## config.mk

```make
export PLATFORM = sky130hd
export DESIGN_NAME = mem_arbiter
export DESIGN_NICKNAME = d
export VERILOG_FILES = /design/src/rtl/core_types_pkg.sv /design/src/rtl/arb_timer.sv /design/src/rtl/mem_arbiter.sv
export SDC_FILE = /design/constraint.sdc
export NUM_CORES = 1
export LEC_CHECK = 0
export CAP_MARGIN = 20
export CORE_MARGIN = 5
export CORE_UTILIZATION = 46
export CTS_BUF_LIST = sky130_fd_sc_hd__clkbuf_4 sky130_fd_sc_hd__clkbuf_8
export CTS_CLUSTER_DIAMETER = 120
export DETAILED_ROUTE_END_ITERATION = 16
export PLACE_DENSITY = 0.95
export SLEW_MARGIN = 20
export SYNTH_ARGS = -nofsm -noshare
export SYNTH_HDL_FRONTEND = slang
export SYNTH_SLANG_ARGS = --single-unit
export TNS_END_PERCENT = 5
```

## constraint.sdc

```tcl
create_clock -name Clock -period 4.68 [get_ports Clock]
set_input_delay 1.404 -clock Clock [delete_from_list [all_inputs] [get_ports Clock]]
set_output_delay 1.404 -clock Clock [all_outputs]
set_load 0.03 [all_outputs]
```

## src/rtl/core_types_pkg.sv

```systemverilog
// Shared types for the IF/MEM memory arbiter.
// The struct widths bound the widest bus the arbiter can be built for.
package core_types_pkg;
  localparam int ARB_ADDR_W = 32;
  localparam int ARB_DATA_W = 32;
  localparam int ARB_BE_W   = ARB_DATA_W / 8;

  // Fetches are always full-word reads.
  localparam logic [ARB_BE_W-1:0] ARB_BE_ALL = '1;

  typedef enum logic [1:0] {
    IDLE    = 2'd0,
    BUSY_IF = 2'd1,
    BUSY_DM = 2'd2
  } arb_state_t;

  typedef struct packed {
    logic [ARB_ADDR_W-1:0] addr;
    logic                  we;
    logic [ARB_BE_W-1:0]   be;
    logic [ARB_DATA_W-1:0] wdata;
  } arb_req_t;
endpackage

```

## src/rtl/arb_timer.sv

```systemverilog
// Up-counter that saturates at LIMIT and flags when it sits there.
// Used both as the fetch starvation counter and the bus timeout counter.
module arb_timer #(
  parameter int LIMIT = 4
) (
  input  logic clk,
  input  logic rst_n,
  input  logic clr,
  input  logic inc,
  output logic expired
);
  localparam int W = (LIMIT < 1) ? 1 : $clog2(LIMIT + 1);
  localparam logic [W-1:0] LIM = W'(LIMIT);

  logic [W-1:0] cnt;

  // Clear wins over increment; the count sticks at LIMIT.
  always_ff @(posedge clk or negedge rst_n) begin
    if (!rst_n)                    cnt <= '0;
    else if (clr)                  cnt <= '0;
    else if (inc && (cnt != LIM))  cnt <= cnt + W'(1);
  end

  assign expired = (cnt == LIM);
endmodule

```

## src/rtl/mem_arbiter.sv

```systemverilog
// Shares one variable-latency memory bus between instruction fetch and the
// data stage. One transaction in flight; data has priority unless fetch has
// waited STARVE_LIMIT data grants. Flushed fetches complete on the bus but
// are not returned. A stuck bus is aborted after TIMEOUT busy cycles.
module mem_arbiter
  import core_types_pkg::*;
#(
  parameter int ADDR_W       = ARB_ADDR_W,
  parameter int DATA_W       = ARB_DATA_W,
  parameter int STARVE_LIMIT = 4,
  parameter int TIMEOUT      = 255,
  localparam int BE_W        = DATA_W / 8
) (
  input  logic              Clock,
  input  logic              nReset,
  input  logic              flush,
  input  logic              if_req,
  input  logic [ADDR_W-1:0] if_addr,
  output logic              if_rvalid,
  output logic [DATA_W-1:0] if_rdata,
  input  logic              dm_req,
  input  logic              dm_we,
  input  logic [BE_W-1:0]   dm_be,
  input  logic [ADDR_W-1:0] dm_addr,
  input  logic [DATA_W-1:0] dm_wdata,
  output logic              dm_rvalid,
  output logic [DATA_W-1:0] dm_rdata,
  output logic              hold,
  output logic              bus_err,
  output logic              mem_req,
  output logic              mem_we,
  output logic [BE_W-1:0]   mem_be,
  output logic [ADDR_W-1:0] mem_addr,
  output logic [DATA_W-1:0] mem_wdata,
  input  logic              mem_ack,
  input  logic [DATA_W-1:0] mem_rdata
);
  arb_state_t        state, state_d;
  arb_req_t          req_q, req_d;
  logic              mem_req_d, if_rvalid_d, dm_rvalid_d, bus_err_d;
  logic              drop, drop_d;
  logic [DATA_W-1:0] if_rdata_d, dm_rdata_d;
  logic              starve_exp, tmo_exp;
  logic              idle_ok, gnt_if, gnt_dm, busy, ack_done, abort, fin, if_kill;

  // No grant while any completion pulse is out, so a requester that just
  // finished is never re-granted on its stale request.
  assign idle_ok  = (state == IDLE) && !if_rvalid && !dm_rvalid;
  assign gnt_if   = idle_ok && if_req && !flush && (!dm_req || starve_exp);
  assign gnt_dm   = idle_ok && dm_req && !gnt_if;
  assign busy     = (state != IDLE);
  assign ack_done = busy && mem_ack;
  assign abort    = busy && !mem_ack && tmo_exp;   // ack in the expiry cycle wins
  assign fin      = ack_done || abort;
  assign if_kill  = drop || flush;

  arb_timer #(.LIMIT(STARVE_LIMIT)) u_starve (
    .clk     (Clock),
    .rst_n   (nReset),
    .clr     (gnt_if || !if_req),
    .inc     (gnt_dm && if_req),
    .expired (starve_exp)
  );

  arb_timer #(.LIMIT(TIMEOUT - 1)) u_tmo (
    .clk     (Clock),
    .rst_n   (nReset),
    .clr     (gnt_if || gnt_dm),
    .inc     (busy && !fin),
    .expired (tmo_exp)
  );

  // Next state, next bus request and completion pulses.
  always_comb begin
    state_d     = state;
    req_d       = req_q;
    mem_req_d   = mem_req;
    drop_d      = drop;
    if_rvalid_d = 1'b0;
    dm_rvalid_d = 1'b0;
    bus_err_d   = 1'b0;
    if_rdata_d  = if_rdata;
    dm_rdata_d  = dm_rdata;
    unique case (state)
      IDLE: begin
        if (gnt_if) begin
          req_d.addr  = ARB_ADDR_W'(if_addr);
          req_d.we    = 1'b0;
          req_d.be    = ARB_BE_ALL;
          req_d.wdata = '0;
          mem_req_d   = 1'b1;
          state_d     = BUSY_IF;
        end else if (gnt_dm) begin
          req_d.addr  = ARB_ADDR_W'(dm_addr);
          req_d.we    = dm_we;
          req_d.be    = ARB_BE_W'(dm_be);
          req_d.wdata = ARB_DATA_W'(dm_wdata);
          mem_req_d   = 1'b1;
          state_d     = BUSY_DM;
        end
      end
      BUSY_IF: begin
        if (flush) drop_d = 1'b1;
        if (fin) begin
          state_d   = IDLE;
          mem_req_d = 1'b0;
          drop_d    = 1'b0;
          bus_err_d = abort;
          if (!if_kill) begin
            if_rvalid_d = 1'b1;
            if_rdata_d  = ack_done ? mem_rdata : '0;
          end
        end
      end
      BUSY_DM: begin
        if (fin) begin
          state_d     = IDLE;
          mem_req_d   = 1'b0;
          bus_err_d   = abort;
          dm_rvalid_d = 1'b1;
          if (abort)          dm_rdata_d = '0;
          else if (!req_q.we) dm_rdata_d = mem_rdata;
        end
      end
      default: state_d = IDLE;
    endcase
  end

  // All bus-facing and completion outputs are registered here.
  always_ff @(posedge Clock or negedge nReset) begin
    if (!nReset) begin
      state     <= IDLE;
      req_q     <= '0;
      mem_req   <= 1'b0;
      drop      <= 1'b0;
      if_rvalid <= 1'b0;
      dm_rvalid <= 1'b0;
      bus_err   <= 1'b0;
      if_rdata  <= '0;
      dm_rdata  <= '0;
    end else begin
      state     <= state_d;
      req_q     <= req_d;
      mem_req   <= mem_req_d;
      drop      <= drop_d;
      if_rvalid <= if_rvalid_d;
      dm_rvalid <= dm_rvalid_d;
      bus_err   <= bus_err_d;
      if_rdata  <= if_rdata_d;
      dm_rdata  <= dm_rdata_d;
    end
  end

  assign mem_we    = req_q.we;
  assign mem_be    = BE_W'(req_q.be);
  assign mem_addr  = ADDR_W'(req_q.addr);
  assign mem_wdata = DATA_W'(req_q.wdata);

  // Freeze the pipeline while a live request has not yet completed.
  assign hold = (dm_req & ~dm_rvalid) | (if_req & ~if_rvalid & ~flush);
endmodule

```

# Word level (Yosys, flattened, before mapping)
# Index checks and enable logic that the tools add are counted.
# Widths: inputs -> output; s select.
[totals] ff_bits=151 latch_bits=0 mem_bits_rw=0 romBits=0 input_bits=139 output_inout_bits=138 word_cells=100 memories=0
[classes] n_addsub=2 multipliers=0 div_mod_pow=0 order_cmp=0 eq_ne=9 shifts=0 mux=26 bitwise_logic=8 n_reduce_logical=41
[op_table] operator="$mux 69" n=2
[op_table] operator="$mux 32" n=3
[op_table] operator="$mux 8" n=2
[op_table] operator="$logic_and 1x1->1" n=14
[op_table] operator="$mux 1" n=12
[op_table] operator="$reduce_bool 2->1" n=6
[op_table] operator="$reduce_and 3->1" n=3
[op_table] operator="$add 8x1->8 const B" n=1
[op_table] operator="$eq 8x8->1 const B" n=1
[op_table] operator="$logic_not 1->1" n=8
[op_table] operator="$ne 8x8->1 const B" n=1
[op_table] operator="$mux 2" n=3
[op_table] operator="$mux 3" n=2
[op_table] operator="$ne 3x3->1 const B" n=2
[op_table] operator="$reduce_and 2->1" n=3
[op_table] operator="$logic_or 1x1->1" n=5
[op_table] operator="$ne 2x1->1 const B" n=2
[op_table] operator="$not 1->1" n=4
[op_table] operator="$pmux 2 s2" n=1
[op_table] operator="$add 3x1->3 const B" n=1
[op_table] operator="$and 1x1->1" n=3
[op_table] operator="$eq 3x3->1 const B" n=1
[op_table] operator="$eq 2x1->1 const B" n=1
[op_table] operator="$eq 2x2->1 const B" n=1
[op_table] operator="other kinds (4)" n=4

# Logic depth before layout (Yosys ltp)
[logic_depth] depth_word=12 depth_mapped=8 depth_no_buf=6

# Cells and area by module
# A second synthesis with hierarchy kept.
[unflattened] cells_unflattened=619 hier_area_um2=6510.0
[by_module_without_submodules] mod="mem_arbiter" instances=1 cells_each=548 area_each_um2=5816.8 seq_area_each_um2=3503.4
[by_module_without_submodules] mod="arb_timer at u_tmo" instances=1 cells_each=53 area_each_um2=495.5 seq_area_each_um2=200.2
[by_module_without_submodules] mod="arb_timer at u_starve" instances=1 cells_each=18 area_each_um2=197.7 seq_area_each_um2=75.1

# Least setup slack after synthesis
# No wires, ideal clock.
[synth_timing] kind="input port to output port" startpoint="input dm_req" endpoint="output hold" arrival_ps=2206 required_time_ps=3276 setup_slack_ps=1070 path_stages=3 n_path_buf=1 path_cell_list="clkbuf_1 > inv_1 > o22ai_1"
[synth_via] elab_chain_len=2
[synth_lines] element="from (decl)" line_no="mem_arbiter.sv:21" source="input logic dm_req,"
[synth_lines] element="$and 1x1->1" line_no="mem_arbiter.sv:160" source="assign hold = (dm_req & ~dm_rvalid) | (if_req & ~if_rvalid & ~flush);"
[synth_lines] element="$or 1x1->1" line_no="mem_arbiter.sv:160"
[synth_lines] element="to (decl)" line_no="mem_arbiter.sv:28" source="output logic hold,"
# Every way passes these cells.

# Worst setup path after layout
[layout_timing] startpoint="input flush" endpoint="output hold"
[layout_via] elab_chain_len=3
[layout_lines] element="from (decl)" line_no="mem_arbiter.sv:16" source="input logic flush,"
[layout_lines] element="$not 1->1" line_no="mem_arbiter.sv:160"
[layout_lines] element="$and 1x1->1" line_no="mem_arbiter.sv:160"
[layout_lines] element="$or 1x1->1" line_no="mem_arbiter.sv:160"
# Every way passes these cells.

==> results_dict.tcl <==
set metrics [dict create \
    met2_length_mm 8.79 \
    cp-end-kind "output pin" \
    io_buffers 276 \
    routed.top_layer "met4" \
    cp_common_cell "clkdlybuf4s50_1" \
    drt_iter0_drc 386 \
    synth_cells 478 \
    grt_usage_pct 23.1 \
    ant_nets 0 \
    synth-edff-count 0 \
    synth_area_um2 6070 \
    cts.reportedPaths.clkPinSlew_ns 0.08 \
    drc 0 \
    ys_async_sr_fraction_pct 100 \
    cts_resized 0 \
    crit_start "flush" \
    die_x_um 125 \
    fin_crit_sh_pct 95.4 \
    m1WireLength_mm 6.92 \
    hpwl_mm 13.1 \
    mappedNetlistNets 625 \
    yosys.area.top_type_share_pct 62.3 \
    whs_ns 0.496 \
    synth_top_area_cell "dfrtp_1" \
    tightestPinTransition_ns 0.896 \
    diodes 0 \
    cap_violations 0 \
    yosys-top-cells-area "dfrtp_1, a22o_1, mux2i_1" \
    grt_overflow 0 \
    initial_core_util_pct 46.4 \
    boundaryPins 277 \
    synth_cell_types 45 \
    routed_via_density 5.45 \
    synth_seq_cells 151 \
    hold_viol 0 \
    arrival_ns 3.06 \
    hold_path.class "flip-flop to flip-flop" \
    grt_max_degree 88 \
    r2r-start "state[0]" \
    clockBufferDepth 2 \
    p_leak_nw 4.08 \
    cp_slowest_cell "clkdlybuf4s50_1" \
    startpoint_type "input port" \
    fin_skew_ns 0.0133 \
    critPathBufInv 2 \
    path_max_fanout 5 \
    core_area_um2 13100 \
    fin_crit_ns 4.46 \
    cts_tree "yes" \
    die-area_um2 15600 \
    setup_violations 0 \
    cp_cell_sequence "clkdlybuf4s50_1 > nand2b_1 > o22ai_1 > clkdlybuf4s50_1" \
    hold_buffers 0 \
    drt_pass1_iterations 4 \
    slew_violations 0 \
    root_buffer "clkbuf_8" \
    vias 5105 \
    cts_htree_levels 4 \
    gp_congestion 0.808 \
    core.rowCount 42 \
    setup.worst_path.class "input port to output pin" \
    finalSetupTns_ns 0 \
    cts_made_buffers 17 \
    yosys_warnings 0 \
    post_cts_buffers 0 \
    peakVddDrop_uv 400 \
    grt_antenna_before_repair 0 \
    grt_first_pass_wirelength_mm 28.6 \
    slew-limit-headroom_pct 40.1 \
    postSynthAreaPerCell_um2 12.7 \
    required_ns 3.28 \
    syn2layout_area_growth_pct 54.8 \
    wl_per_cell_um 19.3 \
    ys.flop_type "dfrtp_1" \
    drive_gt1_share_pct 6.83 \
    route.met3.wl_mm 1.88 \
    grt_pass1_vias 5487 \
    numClockSinks 151 \
    max_freq_mhz 224 \
    fin_util_pct 71.8 \
    die_h_um 125 \
    seq_area_frac_synth_pct 62.3 \
    clock_latency_ns 0.44 \
    max_stage_delay_ns 0.73 \
    power_density_nw_per_um2 711 \
    cpLargestDelayFamily "buffers and inverters" \
    rsz0062_at_grt "no" \
    hold_start "mem_addr[8]" \
    final_nets 895 \
    status "finished clean" \
    routed_wirelength_mm 18.1 \
]
-- worst paths after layout --
path,end,slack [ns],cells after the start
worst max-delay path,hold,0.22,4
worst min-delay path,mem_addr[8],0.50,2
worst max register to register,mem_req,2.21,6
worst min register to register,mem_addr[8],0.50,2
max in group asynchronous,u_starve.cnt[0],2.89,2
min in group asynchronous,mem_wdata[15],0.94,1
-- worst min-delay path, delay by kind of cell, from the launching register on --
kind             cells  cell delay [ns]
AO/OA/AOI/OAI        1             0.06
flip-flops           1             0.35
AND/OR/NAND/NOR      1             0.05
-- synthesized netlist by cell type (5+ instances only) --
master    number
dfrtp_1      151
a22o_1        97
nand2_1       38
mux2i_1       34
o21ai_1       32
buf_2         15
clkbuf_1      15
nor2_1        13
inv_1          9
ha_1           8
a21oi_1        6
nand3_1        5
-- where the power goes --
| part | internal [W] | total, W | switching (W) |
|---|---|---|---|
| Clock | 0.000510 | 0.00101 | 0.000500 |
| Combinational | 0.00150 | 0.00343 | 0.00193 |
| Sequential | 0.00187 | 0.00224 | 0.000372 |
-- registers in the layout, summed over array words and instances, names as in the netlist --
| name | cells |
|---|---|
| mem_addr | 32 |
| if_rvalid | 1 |
| dm_rdata | 32 |
| mem_be | 4 |
| mem_we | 1 |
| u_starve.cnt | 3 |
| dm_rvalid | 1 |
| bus_err | 1 |
| if_rdata | 32 |
| mem_wdata | 32 |
| mem_req | 1 |
| drop | 1 |
| u_tmo.cnt | 8 |
| state | 2 |
-- cell usage in the layout (no fill, tap or decap), types with 2 or more instances in the layout --
cell type,synthesis,final
inv_1,9,9
mux2i_1,34,34
nand4_1,4,4
o21ai_1,32,32
nor3_1,2,2
nand2_1,38,38
dfrtp_1,151,151
clkdlybuf4s50_1,0,275
nand2b_1,4,4
a22o_1,97,97
xor2_1,2,2
bufinv_16,0,2
o21ai_0,3,3
o22a_1,4,4
a31oi_1,2,2
clkinv_2,0,3
xnor2_1,4,4
buf_4,0,7
nor2_1,13,12
ha_1,8,8
a211oi_1,2,2
o31ai_1,2,2
inv_6,0,2
clkinv_4,0,4
nand3_1,5,5
clkbuf_8,0,19
a21oi_1,6,5
-- metal layers --
layer / GRT usage (%) / up-vias
li1: - / 2303
met1: 27.1 / 2465
met2: 36.9 / 298
met3: 9.69 / 39
met4: 10.8 / 0
met5: 0 / -
-- logic make-up (layout without fill, tap and decap cells) --
group | after synthesis | in the layout | share of synthesized area [%]
AOI/OAI and AO/OA | 159 | 159 | 20.1
xor gates and xnor gates | 6 | 6 | 0.866
adders and majority gates | 8 | 8 | 1.65
buffers and inverters | 43 | 326 | 3.34
DFF | 151 | 151 | 62.3
muxes | 34 | 34 | 5.61
and+or+nand+nor | 77 | 77 | 6.14
-- layout make-up --
cell class | instances | area (µm²)
sequential | 151 | 3780
tap | 176 | 220
fill | 810 | 3690
clock buffer | 19 | 262
inverter | 10 | 37.5
clock inverter | 13 | 146
multi-input combinational | 284 | 2120
timing repair buffer | 284 | 2840
-- metrics by stage --
stage	total power, W	cell area, µm²	instances	setup WS, ns
2_1_floorplan	0.00413	6070	478	1.07
3_3_place_gp	0.00558	8990	905	0.289
3_5_place_dp	0.00569	8990	905	0.270
4_1_cts	0.00674	9390	937	0.227
5_1_grt	0.00703	9400	937	0.146
6_report	0.00668	9400	937	0.216
Power figures use the tool's default switching activity.
==> patch, RTL diff (same settings) <==
`if_rdata` and `dm_rdata` no longer have a reset.
--- a/src/rtl/mem_arbiter.sv
+++ b/src/rtl/mem_arbiter.sv
@@ -136,8 +136,6 @@
       if_rvalid <= 1'b0;
       dm_rvalid <= 1'b0;
       bus_err   <= 1'b0;
-      if_rdata  <= '0;
-      dm_rdata  <= '0;
     end else begin
       state     <= state_d;
       req_q     <= req_d;
@@ -146,9 +144,12 @@
       if_rvalid <= if_rvalid_d;
       dm_rvalid <= dm_rvalid_d;
       bus_err   <= bus_err_d;
-      if_rdata  <= if_rdata_d;
-      dm_rdata  <= dm_rdata_d;
     end
+  end
+
+  always_ff @(posedge Clock) begin
+    if_rdata <= if_rdata_d;
+    dm_rdata <= dm_rdata_d;
   end
 
   assign mem_we    = req_q.we;
Function: differs if nReset is asserted again (counterexample within 4 cycles, from zero or initial values and one cycle with nReset low); with nReset held inactive, the same outputs for 4 cycles.
==> patch against the unedited design <==
  * Area after synthesis up 1.1%
  * Largest power group unchanged
  * Routed wire length fell by 0.74%
  * Total power down 18%
  * Sequential cell count did not move
  * Design area increased by 0.91%
  * Setup slack better by 0.067 ns
  * Synthesized cell count is 5.0% higher
==> patch: results (changes against the unedited design) <==
stage,metric,value,unit,change
logic_synthesis,area share of the largest cell type after synthesis,35.5,%,-27 points
grt,antenna violations before repair,1,,+1
logic_synthesis,"Top FF cell, synth",dfrtp_1,,
logic_synthesis,top post-synthesis cells by count,"dfrtp_1 (87), a21oi_1 (70), edfxtp_1 (64), nand2_1 (44), nor2_1 (40)",,
power,"IR drop worst, VDD",468,µV,+17%
cts,"CTS clk-pin slew, worst paths",0.07,ns,
drt,Initial DRT Pass Iterations,4,,unchanged
power,Leakage,0.00382,µW,-6.3%
critical_path,CP max FO,5,,unchanged
logic_synthesis,post-synth cell types,40,,-11%
cts,CTS buffer count,17,,unchanged
layout,share of cells above drive strength 1,6.19,%,-0.65 points
drt,WL final,17900,µm,-0.74%
grt,Total GRT Usage,22.3,%,-0.78 points
grt,largest net degree at the start of global routing,73,,-17%
cts,CTS root buffer,clkbuf_8,,
logic_synthesis,"Seq/Total Area, Yosys",66.8,%,+4.6 points
sta,Clock Skew,0.00962,ns,-0.00372 ns
cts,CTS H-tree depth,4,,unchanged
placed_design,port bufs,276,,unchanged
logic_synthesis,post-synth net total,649,,+3.8%
cts,Clock Tree Buf Depth,2,,unchanged
placed_design,Placer Congestion,0.858,,+6.2%
cts,clk_lat worst skew,0.43,ns,
critical_path,family with the most delay on the worst path,buffers and inverters,,
grt,first-pass GRT wire length,27400,µm,-4.2%
placed_design,dpl cell area,0.00906,mm²,+0.88%
cts,Post-CTS Setup Inserts,0,,unchanged
layout,final net count,926,,+3.5%
layout,fill count,852,,+5.2%
worst_hold_path,worst hold path class,reg2reg,,
placed_design,DP Wirelength,13500,µm,+2.7%
logic_synthesis,YS warnings,0,,unchanged
logic_synthesis,"EDFF count, synth",64,,+64
critical_path,CP Data Arrival Time,2.99,ns,-0.07 ns
critical_path,CP max-delay cell,clkdlybuf4s50_1,,
logic_synthesis,async set or reset register ratio after synthesis,57.6,%,-42 points
logic_synthesis,ranking of synthesized cells by area,"dfrtp_1 (35%), edfxtp_1 (31%), a21oi_1 (5.7%)",,
cts,cts repair resizes,0,,unchanged
sta,Worst Max-Slew Pin Slew,0.877,ns,-0.0182 ns
critical_path,"slowest stage delay, CP",0.69,ns,-0.04 ns
run_status,outcome,completed,,
drt,initial drt markers,277,,-28%
drt,Via Count,4966,,-2.7%
grt,number of global-route vias before repair,5209,,-5.1%
-- patch: changes by cell type in the layout (fill, tap and decap cells not counted), moves of 6 or more --
cell,before,now
and2_1,1,34
a21oi_1,5,70
nand2_1,38,44
a22o_1,97,34
mux2i_1,34,4
nor2_1,12,39
dfrtp_1,151,87
o21ai_1,32,1
nor2b_1,1,33
edfxtp_1,0,64
-- patch: path summary, 6_finish.rpt --
| path | startpoint | endpoint | slack [ns] | cells past startpoint |
|---|---|---|---|---|
| worst max-delay path | dm_req | hold | 0.28 | 4 |
| worst min-delay path | mem_wdata[29]$_DFFE_PN0P_ | mem_wdata[29]$_DFFE_PN0P_ | 0.51 | 1 |
| worst max register to register | state[0]$_DFFE_PN0P_ | dm_rdata[11]$_SDFFCE_PP0P_ | 2.14 | 7 |
| worst min register to register | mem_wdata[29]$_DFFE_PN0P_ | mem_wdata[29]$_DFFE_PN0P_ | 0.51 | 1 |
| max in group asynchronous | nReset | u_starve.cnt[0]$_DFFE_PN0P_ | 2.79 | 2 |
| min in group asynchronous | nReset | drop$_DFFE_PN0P_ | 1.06 | 1 |
-- patch: final cells by class --
class                           count  share of cell area, %
Sequential cell                   151                   43.2
Timing Repair Buffer              285                   29.8
Multi-Input combinational cell    316                   19.9
Clock buffer                       19                   2.76
Tap cell                          176                   2.32
Clock inverter                     13                   1.61
Inverter                            8                  0.317
Antenna cell                        1                 0.0264
-- patch: report_power, final --
| group | internal (µW) | switching [µW] | total (µW) |
|---|---|---|---|
| Combinational | 1020 | 1440 | 2460 |
| Clock | 552 | 474 | 1030 |
| Sequential | 1750 | 212 | 1960 |
| Total | 3320 | 2120 | 5450 |
-- patch: cell families after synthesis --
| group | synth area share (%) |
|---|---|
| AND/OR/NAND/NOR | 14.8 |
| adder cells (fa/ha/maj) | 1.63 |
| flip-flops | 66.8 |
| buffers and inverters | 2.67 |
| XOR/XNOR | 0.286 |
| multiplexers | 0.653 |
| AO/OA/AOI/OAI | 13.1 |
-- patch: routing by layer --
metal	part of all wire (%)	global-route usage (%)
met5	0	0
met4	2.9	9.69
met3	10	8.83
met2	49	38.0
met1	38	24.8
-- patch: through the flow --
step | util (%) | total power (µW) | hold slack, ns | std cells | setup WS (ns)
6_report | 72.2 | 5450 | 0.506 | 969 | 0.283
3_3_place_gp | 69.0 | 4360 | 0.482 | 936 | 0.315
3_5_place_dp | 69.0 | 4450 | 0.496 | 936 | 0.294
4_1_cts | 72.2 | 5490 | 0.510 | 968 | 0.283
5_1_grt | 72.2 | 5700 | 0.523 | 969 | 0.194
2_1_floorplan | - | 3380 | 0.460 | 502 | 1.18
